**src/rtl/sine_pwm_sequencer.sv**
```systemverilog
// Sine-PWM sequencer: period tick, sine-ROM address stepping, double-buffered duty and registered PWM.
// Optional complementary output with dead time when SINE_SEQ_DEADTIME_EN is defined.
module sine_pwm_sequencer #(
  parameter int PERIOD_W       = 32,
  parameter int ADDR_W         = 8,
  parameter int DEFAULT_PERIOD = 1000
`ifdef SINE_SEQ_DEADTIME_EN
  , parameter int DEADTIME     = 4
`endif
) (
  input  logic                clk,
  input  logic                rst,
  input  logic                start,
  input  logic                stop,
  input  logic                cfg_valid,
  output logic                cfg_ready,
  input  logic [PERIOD_W-1:0] cfg_period,
  input  logic [ADDR_W-1:0]   cfg_step,
  output logic [ADDR_W-1:0]   rom_addr,
  input  logic [PERIOD_W-1:0] rom_data,
  output logic [PERIOD_W-1:0] width,
  output logic                tick,
  output logic                pwm,
`ifdef SINE_SEQ_DEADTIME_EN
  output logic                pwm_n,
`endif
  output logic                busy
);

  typedef enum logic [1:0] {S_IDLE, S_PRIME, S_RUN, S_DRAIN} state_t;

  state_t              r_state;
  logic [PERIOD_W-1:0] r_cnt, r_period, r_width, r_shadow, r_pend_period;
  logic [ADDR_W-1:0]   r_addr, r_step, r_pend_step;
  logic                r_pend_valid, r_pwm;
  logic [1:0]          r_prime_cnt;
  logic [1:0]          r_tick_dly;

  logic                w_active, w_tick, w_accept, w_apply, w_carry;
  logic [ADDR_W-1:0]   w_addr_next;
  logic [PERIOD_W-1:0] w_cfg_period;

  assign w_active = (r_state == S_RUN) || (r_state == S_DRAIN);
  assign w_tick   = w_active && (r_cnt == r_period - PERIOD_W'(1));
  assign {w_carry, w_addr_next} = {1'b0, r_addr} + {1'b0, r_step};
  assign w_accept = cfg_valid && !r_pend_valid;
  assign w_apply  = r_pend_valid && ((r_state == S_IDLE) || w_tick);
  assign w_cfg_period = (cfg_period < PERIOD_W'(4)) ? PERIOD_W'(4) : cfg_period;

  always_ff @(posedge clk) begin
    if (rst) begin
      r_state       <= S_IDLE;
      r_cnt         <= '0;
      r_addr        <= '0;
      r_width       <= '0;
      r_shadow      <= '0;
      r_pwm         <= 1'b0;
      r_period      <= PERIOD_W'(DEFAULT_PERIOD);
      r_step        <= ADDR_W'(1);
      r_pend_valid  <= 1'b0;
      r_pend_period <= '0;
      r_pend_step   <= '0;
      r_prime_cnt   <= '0;
      r_tick_dly    <= '0;
    end else begin
      r_tick_dly <= {r_tick_dly[0], w_tick};
      // duty word arrives two cycles after the tick: address register, then ROM latency
      if (r_tick_dly[1])
        r_shadow <= rom_data;

      if (w_apply) begin
        r_period     <= r_pend_period;
        r_step       <= r_pend_step;
        r_pend_valid <= 1'b0;
      end
      if (w_accept) begin
        r_pend_valid  <= 1'b1;
        r_pend_period <= w_cfg_period;
        r_pend_step   <= cfg_step;
      end

      case (r_state)
        S_IDLE: begin
          r_cnt <= '0;
          r_pwm <= 1'b0;
          if (start && !stop) begin
            r_state     <= S_PRIME;
            r_prime_cnt <= '0;
            r_addr      <= '0;
          end
        end
        S_PRIME: begin
          r_pwm <= 1'b0;
          if (r_prime_cnt == 2'd2) begin
            r_width  <= rom_data;
            r_shadow <= '0;
            r_cnt    <= '0;
            r_state  <= S_RUN;
          end else begin
            r_prime_cnt <= r_prime_cnt + 2'd1;
          end
        end
        default: begin
          r_pwm <= (r_cnt < r_width);
          if (w_tick) begin
            r_cnt   <= '0;
            r_width <= r_shadow;
            r_addr  <= w_addr_next;
          end else begin
            r_cnt <= r_cnt + PERIOD_W'(1);
          end
          if (r_state == S_RUN) begin
            if (stop)
              r_state <= S_DRAIN;
          end else if (w_tick && w_carry) begin
            // table wrapped: stop cleanly at address 0
            r_state <= S_IDLE;
            r_addr  <= '0;
            r_pwm   <= 1'b0;
          end
        end
      endcase
    end
  end

  assign cfg_ready = ~r_pend_valid;
  assign rom_addr  = r_addr;
  assign width     = r_width;
  assign tick      = w_tick;
  assign busy      = (r_state != S_IDLE);

`ifdef SINE_SEQ_DEADTIME_EN
  localparam int DT_W = (DEADTIME > 1) ? $clog2(DEADTIME) : 1;

  logic [DT_W-1:0] r_dt_cnt;
  logic            r_raw_q, r_pwm_p, r_pwm_n;

  // any change of the raw level drops both legs; the new leg rises only after DEADTIME stable cycles
  always_ff @(posedge clk) begin
    if (rst || !w_active) begin
      r_dt_cnt <= '0;
      r_raw_q  <= 1'b0;
      r_pwm_p  <= 1'b0;
      r_pwm_n  <= 1'b0;
    end else if (r_pwm != r_raw_q) begin
      r_raw_q  <= r_pwm;
      r_dt_cnt <= '0;
      r_pwm_p  <= 1'b0;
      r_pwm_n  <= 1'b0;
    end else if (r_dt_cnt != DT_W'(DEADTIME - 1)) begin
      r_dt_cnt <= r_dt_cnt + 1'b1;
    end else begin
      r_pwm_p <= r_raw_q;
      r_pwm_n <= ~r_raw_q;
    end
  end

  assign pwm   = r_pwm_p;
  assign pwm_n = r_pwm_n;
`else
  assign pwm = r_pwm;
`endif

endmodule

```
**config.mk**
```make
export PLATFORM = sky130hd
export DESIGN_NAME = sine_pwm_sequencer
export DESIGN_NICKNAME = d
export VERILOG_FILES = /design/src/rtl/sine_pwm_sequencer.sv
export SDC_FILE = /design/constraint.sdc
export NUM_CORES = 1
export LEC_CHECK = 0
export ABC_AREA = 1
export CAP_MARGIN = 10
export CORE_MARGIN = 1.5
export CORE_UTILIZATION = 45
export DETAILED_ROUTE_END_ITERATION = 16
export DONT_BUFFER_PORTS = 1
export MAX_ROUTING_LAYER = met4
export PLACE_DENSITY_LB_ADDON = 0.1
export SLEW_MARGIN = 5
export SYNTH_ARGS = -nofsm -noshare
export SYNTH_HDL_FRONTEND = slang
export SYNTH_SLANG_ARGS = --single-unit
export TNS_END_PERCENT = 20
```
**constraint.sdc**
```tcl
create_clock -name clk -period 4.4 [get_ports clk]
set_input_delay 0.22 -clock clk [delete_from_list [all_inputs] [get_ports clk]]
set_output_delay 0.22 -clock clk [all_outputs]
set_load 0.02 [all_outputs]
```
==> reports/qor.yml, run 1 <==
cts:
  cts.clk_slew.worst_paths_ns: 0.07
  clockBufferDepth: 2
  h-tree-depth: 4
  cts_root_buf: "clkbuf_16"
  insertion_delay_ns: 0.44
  cts_tree: "yes"
  cts_buffers: 17
  hold_buffers: 74
  cts.sink_count: 192
  cts_setup_buffers: 0
  cts_resized: 0
yosys:
  synth_cell_types: 45
  syn-num-nets: 1748
  synth.top_cells.by_area: "dfxtp_1 36%, nand2_1 16%, a21oi_1 7.5%"
  syn-instance-count: 1624
  ys_ff_latch: 192
  synth.top_cell.area_share_pct: 35.5
  synthArstFlopShare_pct: 0
  synthFlopType: "dfxtp_1"
  syn-mean-instance-area_um2: 6.66
  syn_area_mm2: 0.0108
  synth_edf_count: 0
  yosys.area.top_type: "dfxtp_1"
  ys_seq_area_share_pct: 35.5
  yosys_warnings: 0
global_route:
  grt_pass1_wl_mm: 49.8
  antenna_found_initial: 0
  grt_remaining_overflow: 0
  grt_pass1_vias: 9491
  grt_max_degree: 102
  track_usage_pct: 26.4
sta:
  finalSetupViolations: 0
  post-route-min-period_ns: 3.48
  hold_viol: 0
  clock.fmax_mhz: 287
  finalMaxSlewViolations: 0
  skew_ns: 0.0165
  worst_pin_slew_ns: 1.15
  fin_ws_ns: 0.916
  rsz0062_at_grt: "false"
  max_slew_margin_pct: 22.9
  fin_crit_sh_pct: 79.2
  setup_tns_ns: 0
placement:
  dp_hpwl_mm: 22.8
  dpl_worst_slack_ns: 0.929
  post_dp_cell_area_mm2: 0.0110
  place.gp.congestion: 0.944
  port_buffers: 0
power_and_ir_drop:
  swShare_pct: 42.2
  power.density_mw_per_mm2: 500
  power_leakage_nw: 5.21
  p_int_w: 0.00357
  p_switching_w: 0.00261
  pwr-share-comb_pct: 34.1
  power.share.clock_pct: 25.6
  irDropWorstVdd_v: 0.000302
  seqPwrFrac_pct: 40.3
floorplan:
  die_w_um: 158
  rows: 56
  start_util_pct: 45.9
  pin_count: 121
  die_h_um: 158
  core_area_mm2: 0.0235
  fp.dieArea_mm2: 0.0250
min_path:
  hold_path_class: "primary input to flop"
route:
  via_per_inst: 5.19
  drt_iter0_markers: 657
  drtPass1Iterations: 5
  wl_per_cell_um: 15.8
  vias: 10332
  routed_wl_mm: 31.4
  drc_errors: 0
  antenna_left: 0
layout:
  nets: 1782
  final_common_cell: "nand2_1"
  area_delta_synth_final_pct: 14.3
  final_cell_mix: "475 x nand2_1, 211 x nor2_1, 192 x dfxtp_1"
  num_antenna_cells: 0
  stdcell_area_mm2: 0.0124
  drive_gt1_share_pct: 4.73
critical_path:
  crit_type: "flop to flop"
  critPathLaunchType: "flop"
  cp-end-kind: "flop"
  required_ns: 4.76
  cp_max_fo: 43
  cp.arrival_ns: 3.84
status:
  outcome: "completed"
flow_run:
  maxCapViolCount: 0
## layer usage
layer | track usage, % | vias to the layer above | share of wire (%)
li1 | - | 5314 | -
met1 | 34.7 | 4784 | 47
met2 | 42.2 | 207 | 47
met3 | 4.52 | 27 | 4.8
met4 | 6.85 | 0 | 1.4
met5 | - | - | 0
## logic make-up (layout without fill, tap and decap cells)
group	count (synthesis)	after routing	share of synthesized area, %
buffers and inverters	207	253	7.54
AO/OA/AOI/OAI	300	300	15.4
flip-flops	192	192	35.5
XOR/XNOR	45	45	3.64
adder cells (fa/ha/maj)	47	47	5.51
AND/OR/NAND/NOR	833	833	32.4
## through the flow
stage | instances | hold WS (ns) | utilization [%] | power (W)
finish | 1989 | 0.0165 | 52.5 | 0.00618
global route | 1989 | 0.00543 | 52.5 | 0.00661
CTS | 1987 | 0.0000924 | 52.4 | 0.00622
detailed placement | 1882 | 0.306 | 46.7 | 0.00456
global placement | 1882 | 0.304 | 46.7 | 0.00454
floorplan | 1624 | 0.360 | - | 0.00402
## worst paths after layout
path	start	slack (ns)	cells after the start	to
setup / recovery	r_period[0]$_SDFFE_PP0P_	0.92	17	r_period[6]$_SDFFE_PP1P_
hold / removal	rom_data[30]	0.02	3	width[30]$_SDFFE_PP0P_
setup reg to reg	r_period[0]$_SDFFE_PP0P_	0.92	17	r_period[6]$_SDFFE_PP1P_
hold reg to reg	r_tick_dly[0]$_SDFF_PP0_	0.41	2	r_tick_dly[1]$_SDFF_PP0_
## synthesized netlist by cell type (7+ instances only)
| library cell | instances |
|---|---|
| nor3_1 | 10 |
| nand3_1 | 55 |
| nor2_4 | 7 |
| buf_2 | 8 |
| ha_1 | 46 |
| nand2_2 | 8 |
| nand3b_1 | 12 |
| clkbuf_1 | 53 |
| o21bai_1 | 7 |
| nand2_1 | 475 |
| nand4_1 | 30 |
| a21oi_1 | 163 |
| dfxtp_1 | 192 |
| xnor2_1 | 19 |
| nor4_1 | 10 |
| nor2_1 | 212 |
| o21a_1 | 37 |
| o21ai_0 | 72 |
| xor2_1 | 26 |
| inv_1 | 124 |
| inv_2 | 9 |
## layout make-up
cell class	count	area (um^2)
Fill cell	2419	11200
Inverter	136	513
Tap cell	319	399
Multi-Input combinational cell	1225	6160
Clock buffer	18	439
Timing Repair Buffer	86	858
Clock inverter	13	148
Sequential cell	192	3840
## worst max-delay path: stages, from the launching register on
cell and delay (ns):
dfxtp_1 0.36, inv_2 0.09, ha_1 0.23, nand2_2 0.16, nor2_8 0.20, nand2_2 0.12, nor2_1 0.16, xor2_1 0.33
nand2_1 0.09, nor2_1 0.14, nand2_1 0.11, nor2_4 0.14, inv_4 0.08, nand2_4 0.07, nand2_4 0.24, inv_2 0.62
nand2_1 0.14, o211ai_2 0.09
## state kept, by name, summed over array words and instances, names as in the netlist
signal	flops
r_cnt	32
r_pend_period	32
r_period	32
r_shadow	32
width	32
r_pend_step	8
r_step	8
rom_addr	8
r_prime_cnt	2
r_state	2
r_tick_dly	2
pwm	1
r_pend_valid	1
## power by group through the flow
stage | combinational [W] | sequential (W) | clock, W
6_report | 0.00211 | 0.00249 | 0.00158
5_1_grt | 0.00239 | 0.00253 | 0.00169
4_1_cts | 0.00211 | 0.00250 | 0.00161
3_5_place_dp | 0.00202 | 0.00254 | 0
3_3_place_gp | 0.00201 | 0.00253 | 0
2_1_floorplan | 0.00159 | 0.00243 | 0
(Power assumes the default switching activity.)
==> run 2, diff against run 1 <==
clock period = 2.93 ns   (was 4.4 ns; I/O delays follow)
==> run 2 against run 1 <==
Net effect: sequential share of layout area shrank 0.67 points; fmax grew 28%; hold slack gained 0.015 ns; core utilization grew 1.2 points; critical path type unchanged; highest routed layer unchanged.
==> reports/qor.yml, run 2 (synthesized netlist as in run 1, its figures left out) <==
critical_path:
  crit_type: "flop to flop"
  r2r_cells: 19
  r2r_end: "r_period[11]$_SDFFE_PP0P_"
  cp-end-kind: "flop"
  cp_max_fo: 28
  required_ns: 3.27
  cp.arrival_ns: 3.07
  r2r_start: "r_period[7]$_SDFFE_PP1P_"
  startpoint: "r_period[7]$_SDFFE_PP1P_"
  rrSetupSlack_ns: 0.20
  critPathLaunchType: "flop"
sta:
  worst_pin_slew_ns: 1.08
  clock.fmax_mhz: 367
  skew_ns: 0.0157
  finalSetupViolations: 0
  post-route-min-period_ns: 2.73
  rsz0062_at_grt: "false"
  setup_tns_ns: 0
  hold_viol: 0
  fin_hold_ws_ns: 0.0319
  finalMaxSlewViolations: 0
  max_slew_margin_pct: 28.0
  fin_crit_sh_pct: 93.1
placement:
  dp_hpwl_mm: 22.9
  place.gp.congestion: 0.975
  port_buffers: 0
status:
  outcome: "completed"
layout:
  multi_input_area_mm2: 0.00623
  area_delta_synth_final_pct: 17.0
  num_antenna_cells: 0
  final_cell_mix: "474 x nand2_1, 202 x nor2_1, 189 x dfxtp_1"
  nets: 1802
  ff_latch_area_mm2: 0.00385
  fillers: 2362
  final_common_cell: "nand2_1"
  drive_gt1_share_pct: 6.92
power_and_ir_drop:
  irDropWorstVdd_v: 0.000377
  power.density_mw_per_mm2: 753
  power_leakage_nw: 5.35
cts:
  cts.clk_slew.worst_paths_ns: 0.08
  h-tree-depth: 4
  cts.sink_count: 192
  insertion_delay_ns: 0.45
  cts_buffers: 17
  clockBufferDepth: 2
  cts_tree: "yes"
  cts_root_buf: "clkbuf_16"
floorplan:
  start_util_pct: 45.9
  pin_count: 121
  die_h_um: 158
  fp.dieArea_mm2: 0.0250
  core_area_mm2: 0.0235
  die_w_um: 158
  rows: 56
min_path:
  hold_path_end: "r_pend_period[2]$_SDFFE_PP0P_"
  hold_path_depth: 3
  hold_path_class: "primary input to flop"
  hold_start: "cfg_period[30]"
global_route:
  grt_max_degree: 103
  grt_pass1_vias: 9508
  track_usage_pct: 26.4
  antenna_found_initial: 0
  grt_remaining_overflow: 0
  grt_pass1_wl_mm: 49.9
route:
  drtPass1Iterations: 6
  wl_per_cell_um: 15.7
  routed_wl_mm: 31.5
  drc_errors: 0
  highest_layer: "met4"
  wl_met1_mm: 14.6
  vias: 10377
  drt_iter0_markers: 681
  met3WireLength_mm: 1.48
  dr_wl_met2_mm: 14.9
  via_per_inst: 5.16
  antenna_left: 0
flow_run:
  maxCapViolCount: 0
## run 2: layout make-up
class,count,area share [%]
multi-input combinational,1226,49.2
clock inverter,14,1.47
inverter,136,4.08
timing repair buffer,105,8.19
clock buffer,18,3.47
sequential,192,30.4
tap,319,3.16
## run 2: where the power goes
part	internal (W)	switching [W]	leakage, nW
combinational	0.00118	0.00212	3.48
sequential	0.00305	0.000696	1.57
clock	0.00126	0.00122	0.305
## run 2: how the worst max path moves through the flow
stage	slack, ns	endpoint	depth (start not counted)
2_1_floorplan	0.53	r_period[3]$_SDFFE_PP1P_	19
3_3_place_gp	0.14	r_period[29]$_SDFFE_PP0P_	19
3_5_place_dp	0.12	r_period[0]$_SDFFE_PP0P_	18
4_1_cts	0.04	tick	13
5_1_grt	0.008	r_period[11]$_SDFFE_PP0P_	19
6_report	0.20	r_period[11]$_SDFFE_PP0P_	19
## run 2: what timing repair did
action	in CTS	in global routing
gates resized for setup	0	24
buffers inserted	0	3
hold buffers	74	0
endpoints found under the setup margin	0	111
hold endpoints to repair	146	0
## run 2: layer usage
layer,GRT usage (%),up-vias
met5,-,-
met4,6.45,0
met3,4.60,36
met2,43.1,224
met1,34.0,4757
li1,-,5360
## run 2: through the flow
step	instances	utilization (%)	total power, W	setup WS, ns	cell area (um^2)
after floorplan	1624	-	0.00604	0.526	10800
after global placement	1900	47.4	0.00689	0.140	11200
after detailed placement	1900	47.4	0.00693	0.122	11200
after CTS	2006	53.3	0.00953	0.0446	12600
after global routing	2010	53.7	0.0102	0.00838	12600
final	2010	53.7	0.00953	0.202	12600
## run 2: critical path: stages, from the launching register on
cell and delay [ns]:
dfxtp_1 0.42, nor2_4 0.21, nand2_1 0.11, nor2_2 0.17, nand2_2 0.13, inv_2 0.09
nand2_1 0.05, nand2_1 0.05, nand2_1 0.09, nor2_1 0.10, nand2_1 0.05, nor2_1 0.10
nand2_1 0.10, nor2_4 0.25, inv_4 0.06, nand2_4 0.07, nand2_4 0.13, buf_12 0.19
o21ai_0 0.18, nor2_1 0.06
==> run 3, diff against run 2 <==
ABC_AREA = not set   (was 1)
==> run 3 against run 2 <==
Net effect: fmax shrank 19%; critical path type unchanged; sequential power shrank 9.4%; largest power group unchanged; critical endpoint is now width[12]$_SDFFE_PP0P_; clock power shrank 3%; combinational power shrank 5%; clock-buffer cell count is the same; the run now ends with setup timing left; highest routed layer unchanged; global-route usage shrank 0.75 points.
==> reports/qor.yml, run 3 <==
status:
  outcome: "finished, violations left"
  violations: "setup timing"
yosys:
  synth_top_family_by_area: "simple AND/OR/NAND/NOR gates"
  synth_edf_count: 0
  yosys_warnings: 0
  synthSimpleGateAreaFrac_pct: 19.5
  synth_common_cells: "192 x dfxtp_1, 126 x nand2_1, 108 x mux2i_1"
  syn-instance-count: 1204
  synth.top_cell.area_share_pct: 37.5
  synth-compound-area-share_pct: 17.2
  synth_xor_area_share_pct: 4.02
  synth_fa_ha_area_share_pct: 5.81
  ys_ff_latch: 192
  synth.top_cells.by_area: "dfxtp_1 38%, mux2i_1 11%, ha_1 5.6%"
  synth_most_common_cell: "dfxtp_1"
  syn-mean-instance-area_um2: 8.51
  yosys.area.top_type: "dfxtp_1"
  synthFlopType: "dfxtp_1"
  synth_mux_area_share_pct: 10.5
  syn-num-nets: 1328
  syn_area_mm2: 0.0102
  synth_cell_types: 71
  synthArstFlopShare_pct: 0
  ys_seq_area_share_pct: 37.5
floorplan:
  core_area_mm2: 0.0225
  pin_count: 121
  fp.dieArea_mm2: 0.0237
  die_h_um: 154
  die_w_um: 154
  rows: 55
  start_util_pct: 45.5
placement:
  port_buffers: 0
  dp_hpwl_mm: 19.6
  place.gp.congestion: 0.884
  place_inst: 1544
  dpl_worst_slack_ns: -0.539
global_route:
  grt_max_degree: 123
  grt_pass1_vias: 9029
  grt_remaining_overflow: 0
  track_usage_pct: 25.6
  antenna_found_initial: 0
  grt_pass1_wl_mm: 47.2
cts:
  clockBufferDepth: 2
  cts.clk_slew.worst_paths_ns: 0.08
  cts_tree: "yes"
  h-tree-depth: 4
  insertion_delay_ns: 0.44
  cts.sink_count: 192
  cts_root_buf: "clkbuf_16"
  cts_buffers: 17
sta:
  finalMaxSlewViolations: 0
  rsz0062_at_grt: "true"
  post-route-min-period_ns: 3.38
  clock.fmax_mhz: 295
  finalSetupViolations: 117
  fin_ws_ns: -0.455
  max_slew_margin_pct: 28.3
  skew_ns: 0.0120
  worst_pin_slew_ns: 1.08
  setup_tns_ns: -37.76
  hold_viol: 0
  fin_crit_sh_pct: 116
power_and_ir_drop:
  power_leakage_nw: 5.26
  irDropWorstVdd_v: 0.000395
  power.density_mw_per_mm2: 663
critical_path:
  r2r_start: "r_period[12]$_SDFFE_PP0P_"
  r2r_end: "width[12]$_SDFFE_PP0P_"
  crit_chain: "buf_6, or4_4, or4_4, o32a_1, a311o_1, a21o_1, nand2b_4, o31ai_4, buf_6, buf_4, buf_12, buf_4, a21oi_2, a311oi_2"
  crit_family: "simple AND/OR/NAND/NOR gates"
  cp_max_fo: 15
  cp-end-kind: "flop"
  crit_type: "flop to flop"
  critical_path.slowest_cell: "or4_4"
  rrSetupSlack_ns: -0.45
  required_ns: 3.22
  r2r_cells: 14
  path_buf_inv: 5
  path_depth: 14
  critPathLaunchType: "flop"
  cp.arrival_ns: 3.68
  crit_path_max_incr_delay_ns: 0.54
layout:
  final_common_cell: "dfxtp_1"
  area_delta_synth_final_pct: 31.4
  nets: 1492
  drive_gt1_share_pct: 19.6
  final_cell_mix: "185 x dfxtp_1, 126 x nand2_1, 123 x buf_4"
  fillers: 2016
  stdcell_count: 1665
  num_antenna_cells: 0
flow_run:
  maxCapViolCount: 0
route:
  vias: 9329
  antenna_left: 0
  drtPass1Iterations: 5
  drc_errors: 0
  wl_per_cell_um: 17.7
  via_per_inst: 5.60
  drt_iter0_markers: 536
  routed_wl_mm: 29.4
min_path:
  hold_start: "rom_data[3]"
  hold_path_class: "primary input to flop"
  hold_path_depth: 2
  hold_path_end: "width[3]$_SDFFE_PP0P_"
-- run 3: changes by cell type in the layout (fill, tap and decap cells not counted), moves of 16 or more --
| cell | change |
|---|---|
| a21o_1 | +19 |
| a311oi_2 | +16 |
| nor2_1 | -100 |
| inv_1 | -73 |
| nand2_1 | -348 |
| mux2i_1 | +107 |
| a21oi_1 | -66 |
| buf_4 | +97 |
| nand3_1 | -31 |
| a311oi_1 | +16 |
| o21ai_0 | -34 |
| o21a_1 | -34 |
-- run 3: layer usage --
metal  vias to the layer above  GRT usage [%]  wire length (um)
met5                         -              -                 0
met4                         0           5.69               311
met3                        16           4.45               971
met2                       162           42.2             14300
met1                      4503           33.0             13800
li1                       4648              -                 -
-- run 3: cell families after synthesis --
group                      after synthesis
adders and majority gates               47
and+or+nand+nor                        408
muxes                                  108
buffers and inverters                  133
AOI/OAI and AO/OA                      269
DFF                                    192
xor gates and xnor gates                47
-- run 3: worst max-delay path by stage --
stage | from | to | slack [ns]
after floorplan | r_period[16]$_SDFFE_PP0P_ | r_cnt[21]$_SDFFE_PP0P_ | -0.22
after global placement | r_period[10]$_SDFFE_PP0P_ | width[12]$_SDFFE_PP0P_ | -0.50
after detailed placement | r_period[10]$_SDFFE_PP0P_ | width[12]$_SDFFE_PP0P_ | -0.54
after CTS | r_period[13]$_SDFFE_PP0P_ | tick | -0.41
after global routing | r_period[12]$_SDFFE_PP0P_ | width[11]$_SDFFE_PP0P_ | -0.55
final | r_period[12]$_SDFFE_PP0P_ | width[12]$_SDFFE_PP0P_ | -0.45
-- run 3: final cells by class --
cell class	instances	area [um^2]	share of cell area (%)
flip-flops and latches	192	3850	28.6
repair buffers	228	2230	16.5
inverters	50	188	1.39
clock inverters	13	170	1.26
multi-input cells	879	6240	46.4
well taps	285	357	2.65
clock buffers	18	429	3.19
-- run 3: through the flow --
| stage | hold slack (ns) | instance area (um^2) | util [%] | total power (W) |
|---|---|---|---|---|
| CTS | 0.00192 | 13200 | 58.5 | 0.00878 |
| global route | 0.00964 | 13500 | 59.9 | 0.00942 |
| detailed placement | 0.231 | 11400 | 50.9 | 0.00592 |
| finish | 0.0177 | 13500 | 59.9 | 0.00892 |
| floorplan | 0.274 | 10400 | - | 0.00516 |
| global placement | 0.228 | 11400 | 50.9 | 0.00588 |
-- run 3: repair_timing --
item / in CTS / in global routing
hold buffers: 75 / 0
gates resized for setup: 51 / 30
pin swaps: 12 / 24
endpoints found under the hold margin: 149 / 0
buffers inserted: 4 / 2
cloned: 4 / 5
setup endpoints to repair: 117 / 117
-- run 3: power breakdown --
| group | leakage, nW | internal (W) | total [W] | switching [W] |
|---|---|---|---|---|
| combinational | 3.41 | 0.00147 | 0.00312 | 0.00165 |
| sequential | 1.56 | 0.00289 | 0.00339 | 0.000500 |
| clock | 0.290 | 0.00129 | 0.00241 | 0.00111 |
